File: src/rtl/fpu_multiplier.sv
// IEEE-754 binary32 multiplier, one-cycle latency, round-to-nearest-even.
// Handles NaN/Inf/zero specials, subnormal inputs and gradual underflow.
module fpu_multiplier (
  input  logic        clk,
  input  logic        rst_n,
  input  logic        in_valid,
  input  logic [31:0] float1,
  input  logic [31:0] float2,
  output logic [31:0] result,
  output logic        out_valid
);

  localparam int unsigned SIG_W  = 24;
  localparam int unsigned PROD_W = 2 * SIG_W;
  localparam int unsigned EXP_W  = 12;
  localparam int unsigned SH_W   = 7;

  localparam logic [31:0] QNAN = 32'h7FC0_0000;

  logic                    result_sign;
  logic [7:0]              exp1_raw;
  logic [7:0]              exp2_raw;
  logic [22:0]             frac1;
  logic [22:0]             frac2;
  logic                    nan1;
  logic                    nan2;
  logic                    inf1;
  logic                    inf2;
  logic                    zero1;
  logic                    zero2;
  logic [SIG_W-1:0]        sig1;
  logic [SIG_W-1:0]        sig2;
  logic signed [EXP_W-1:0] exp1;
  logic signed [EXP_W-1:0] exp2;
  logic [PROD_W-1:0]       prod;
  logic [5:0]              lead_zeros;
  logic [PROD_W-1:0]       norm;
  logic signed [EXP_W-1:0] biased_exp;
  logic signed [EXP_W-1:0] denorm_shift;
  logic [SH_W-1:0]         shamt;
  logic [2*PROD_W-1:0]     wide;
  logic [PROD_W-1:0]       shifted;
  logic                    lost_bits;
  logic [SIG_W-1:0]        mant;
  logic                    guard;
  logic                    sticky;
  logic                    round_up;
  logic [SIG_W:0]          rounded;
  logic signed [EXP_W-1:0] rounded_exp;
  logic [22:0]             rounded_frac;
  logic [31:0]             product;

  logic [31:0]             result_d;
  logic [31:0]             result_q;
  logic                    out_valid_d;
  logic                    out_valid_q;

  // Datapath: classify, multiply, normalize, denormalize, round, pack.
  always_comb begin
    result_sign  = float1[31] ^ float2[31];
    exp1_raw     = float1[30:23];
    exp2_raw     = float2[30:23];
    frac1        = float1[22:0];
    frac2        = float2[22:0];
    nan1         = (exp1_raw == 8'hFF) && (frac1 != 23'd0);
    nan2         = (exp2_raw == 8'hFF) && (frac2 != 23'd0);
    inf1         = (exp1_raw == 8'hFF) && (frac1 == 23'd0);
    inf2         = (exp2_raw == 8'hFF) && (frac2 == 23'd0);
    zero1        = (exp1_raw == 8'h00) && (frac1 == 23'd0);
    zero2        = (exp2_raw == 8'h00) && (frac2 == 23'd0);

    sig1 = {(exp1_raw != 8'h00), frac1};
    sig2 = {(exp2_raw != 8'h00), frac2};
    exp1 = (exp1_raw == 8'h00) ? -12'sd126 : $signed({4'd0, exp1_raw}) - 12'sd127;
    exp2 = (exp2_raw == 8'h00) ? -12'sd126 : $signed({4'd0, exp2_raw}) - 12'sd127;

    prod = PROD_W'(sig1) * PROD_W'(sig2);

    lead_zeros = 6'd0;
    for (int i = 0; i < int'(PROD_W); i++) begin
      if (prod[i]) lead_zeros = 6'(int'(PROD_W) - 1 - i);
    end
    norm = prod << lead_zeros;

    // norm[47] is the hidden bit of a value in [2,4) scaled by 2^(e1+e2).
    biased_exp = exp1 + exp2 + 12'sd1 - $signed({6'd0, lead_zeros}) + 12'sd127;

    denorm_shift = 12'sd0;
    shamt        = '0;
    if (biased_exp <= 12'sd0) begin
      denorm_shift = 12'sd1 - biased_exp;
      shamt        = (denorm_shift > 12'sd48) ? SH_W'(48) : SH_W'(denorm_shift);
    end

    wide      = {norm, {PROD_W{1'b0}}} >> shamt;
    shifted   = wide[2*PROD_W-1:PROD_W];
    lost_bits = |wide[PROD_W-1:0];

    mant     = shifted[PROD_W-1:PROD_W-SIG_W];
    guard    = shifted[PROD_W-SIG_W-1];
    sticky   = (|shifted[PROD_W-SIG_W-2:0]) | lost_bits;
    round_up = guard & (sticky | mant[0]);
    rounded  = {1'b0, mant} + (SIG_W+1)'(round_up);

    rounded_exp  = biased_exp;
    rounded_frac = rounded[22:0];
    if (rounded[SIG_W]) begin
      rounded_exp  = biased_exp + 12'sd1;
      rounded_frac = rounded[23:1];
    end

    if (biased_exp <= 12'sd0) begin
      // Carry into bit 23 lands in the exponent LSB: smallest normal.
      product = {result_sign, 7'd0, rounded[SIG_W-1:0]};
    end else if (rounded_exp >= 12'sd255) begin
      product = {result_sign, 8'hFF, 23'd0};
    end else begin
      product = {result_sign, rounded_exp[7:0], rounded_frac};
    end

    if (nan1 || nan2) begin
      product = QNAN;
    end else if ((inf1 && zero2) || (inf2 && zero1)) begin
      product = QNAN;
    end else if (inf1 || inf2) begin
      product = {result_sign, 8'hFF, 23'd0};
    end else if (zero1 || zero2) begin
      product = {result_sign, 31'd0};
    end

    result_d    = in_valid ? product : result_q;
    out_valid_d = in_valid;
  end

  always_ff @(posedge clk) begin
    if (!rst_n) begin
      result_q    <= 32'd0;
      out_valid_q <= 1'b0;
    end else begin
      result_q    <= result_d;
      out_valid_q <= out_valid_d;
    end
  end

  assign result    = result_q;
  assign out_valid = out_valid_q;

endmodule

File: config.mk
export PLATFORM = sky130hd
export DESIGN_NAME = fpu_multiplier
export DESIGN_NICKNAME = d
export VERILOG_FILES = /design/src/rtl/fpu_multiplier.sv
export SDC_FILE = /design/constraint.sdc
export NUM_CORES = 2
export LEC_CHECK = 0
export BUFFER_PORTS_ARGS = -buffer_cell sky130_fd_sc_hd__clkbuf_2
export CORE_MARGIN = 10
export CORE_UTILIZATION = 30
export DETAILED_ROUTE_END_ITERATION = 8
export HOLD_SLACK_MARGIN = 0.08
export PLACE_DENSITY_LB_ADDON = 0.1
export SYNTH_ARGS = -nofsm -noshare
export SYNTH_HDL_FRONTEND = slang
export SYNTH_SLANG_ARGS = --single-unit
File: constraint.sdc
create_clock -name clk -period 21.9 [get_ports clk]
set_clock_uncertainty 0.2 [all_clocks]
set_input_delay 3.285 -clock clk [delete_from_list [all_inputs] [get_ports clk]]
set_output_delay 3.285 -clock clk [all_outputs]
set_load 0.05 [all_outputs]
==> impl_results.md <==
* CP delay by family, top: compound AO/OA/AOI/OAI gates
* Final setup fails at 0
* CP peak stage delay at 0.84 ns
* RD Place Congestion at 0.995
* Clock sinks at 33
* Initial Utilization at between 30% and 40%
* Most common cell in the netlist: inv_1
* Num ports at 100
* Synth Warn # at 0
* Crit path depth at 55
* Die Width at 349 um
* Avg Cell Area, Syn at 7.98 sq um
* First-pass DRT Iterations at 7
* Number of max-slew violations in the final report at 0
* Drt wl/cell at 25.5 um
* Resized cells post-CTS at 0
* Relative slew slack at around 16%
* Tmin final at 20.76 ns
* Netlist Area Pre-Place at 32400 sq um
* Post-synth cell types at 121
* Total wire length at around 140000 um
* Layout cell share with drive strength beyond 1 at 8.04%
* Total GRT Usage at 22.4%
* Initial antenna violation count at 3
* Fill count at 11628
* CTS tree: built
* Critical path peak fanout at 36
* Die area at 122000 sq um
* Initial DRC Count at 2969
* Crit path buffers/inverters at 8
* Number of synthesized flops with an enable pin at 0
* Hold-fix buffers, CTS at 0
* Critical Path RT at approximately 22 ns
* Syn_nets at 4825
* Core Rows at 120
* Run status: finished, final reports clean
* RSZ-0062 raised after global routing: no
* Chip height at 349 um
* Top cells by count, synth: 570 x inv_1, 549 x and2_1, 490 x fa_1
* Crit path DAT at 20.73 ns
* Fmax at 48.2 MHz
* Crit path launch type: input pin
* Final hold viol count at 0
* CTS Buf Count at 5
* Total of max-cap violations at 0
* Critical path endpoint category: register
* Post-Place Cells at ~5400
* Area leader, netlist: fa_1
* Slowest stage cell on the critical path: a2111oi_1
* Placed cell areas at 34400 sq um
* Hold Crit Class: reg2reg
* Yosys reg bits at 33
* First-pass GRT wire length at between 200000 and 250000 um
* Critical path class: in2reg
* Reg2Reg Depth at 2
* Layout Nets at 4801
* Postcts setup bufs at 0
* Setup TNS at 0 ns
* Final Cell Area at 34600 sq um
* Clock buffer depth at 2
* Gr ovfl total at 0
* Area Growth Syn to Fin at 6.67%
* Dpl hpwl at 114000 um
* Reg2reg setup slack at around 21 ns
* Post-Layout Cell Count at 5449
* # DRC at 0
* Most used cell, CP: fa_1
* Worst Hold Depth at 2
* Largest net degree at the start of global routing at 62
* Core Box Area at roughly 110000 sq um
* H-tree depth at 2
* Root Driver: clkbuf_16
* Final period utilization at 94.8%
* Vias in the first global route at around 32000
* Worst-Skew Late Latency at 0.28 ns
* Register area share after synthesis at under 10%
* PortBufs at 99
* ANT nets after route at 0
* Main synth FF type: dfxtp_1
* Post-Synthesis Cells at roughly 4100
* Ranking of synthesized cells by area: fa_1 30%, and2_1 11%, ha_1 7.8%
* Area share of the largest cell type after synthesis at 30.2%
* Via count at roughly 30000
* Worst Tran Pin Value at 1.25 ns
* Via density at 5.64
* Clock slew at reported path FFs at 0.05 ns
* Async set-reset flop share out of synthesis at 0%
==> per-layer routing <==
metal  routed length [um]  GRT usage, %
met2                64300          37.2
met1                63700          31.4
met3                 6730          1.62
met4                 4030          5.53
met5                   13             0
==> registers in the layout, summed over array words and instances, names as in the netlist <==
register,count
result,32
out_valid,1
==> cells in the final DEF, fill, tap and decap left out, drive strengths merged, types with 61 or more instances in the layout <==
master / synthesis / layout
buf: 62 / 105
inv: 572 / 572
o211ai: 61 / 61
nor3: 98 / 98
and2: 551 / 551
a21oi: 130 / 130
fa: 490 / 490
nand3: 103 / 103
clkbuf: 173 / 106
nor2: 218 / 218
o21ai: 160 / 160
ha: 201 / 201
mux2i: 70 / 70
nand2: 265 / 265
==> final timing paths <==
check / to / from
hold reg to reg: result[14]$_SDFFE_PN0P_ / result[14]$_SDFFE_PN0P_
setup / recovery: result[19]$_SDFFE_PN0P_ / float1[23]
hold / removal: result[14]$_SDFFE_PN0P_ / result[14]$_SDFFE_PN0P_
setup reg to reg: result[23]$_SDFFE_PN0P_ / result[23]$_SDFFE_PN0P_
==> kinds of logic (layout without fill, tap and decap cells) <==
logic type,count (synthesis),in the layout,share of synthesized area [%]
multiplexers,87,87,2.98
flip-flops,33,33,2.04
XOR/XNOR,92,92,2.53
adder cells (fa/ha/maj),691,691,38.0
AND/OR/NAND/NOR,1464,1464,24.2
AO/OA/AOI/OAI,892,892,20.1
buffers and inverters,808,785,10.1
other,0,2,0
==> stage by stage <==
stage	utilization [%]	hold slack, ns	setup WS [ns]
after floorplan	-	0.473	2.77
after global placement	32.1	0.239	0.601
after detailed placement	32.1	0.252	0.466
after CTS	32.2	0.265	0.636
after global routing	32.3	0.295	0.0746
final	32.3	0.257	1.14
==> final cells by class <==
class | instances | area (sq um) | share of cell area [%]
repair buffers | 204 | 1300 | 3.75
diodes | 2 | 5.00 | 0.0145
multi-input cells | 3226 | 28600 | 82.6
inverters | 573 | 2150 | 6.22
flip-flops and latches | 33 | 661 | 1.91
well taps | 1403 | 1760 | 5.07
clock inverters | 1 | 5.00 | 0.0145
clock buffers | 7 | 153 | 0.441
==> worst register-to-register path: cells and delay by family, from the launching register on <==
kind           cells  cell delay (ns)
AO/OA/AOI/OAI      2             0.39
flip-flops         1             0.36
Power is left out: the tool's default activity adds up to more than one toggle a clock period on the data nets, which glitch-free logic cannot reach.
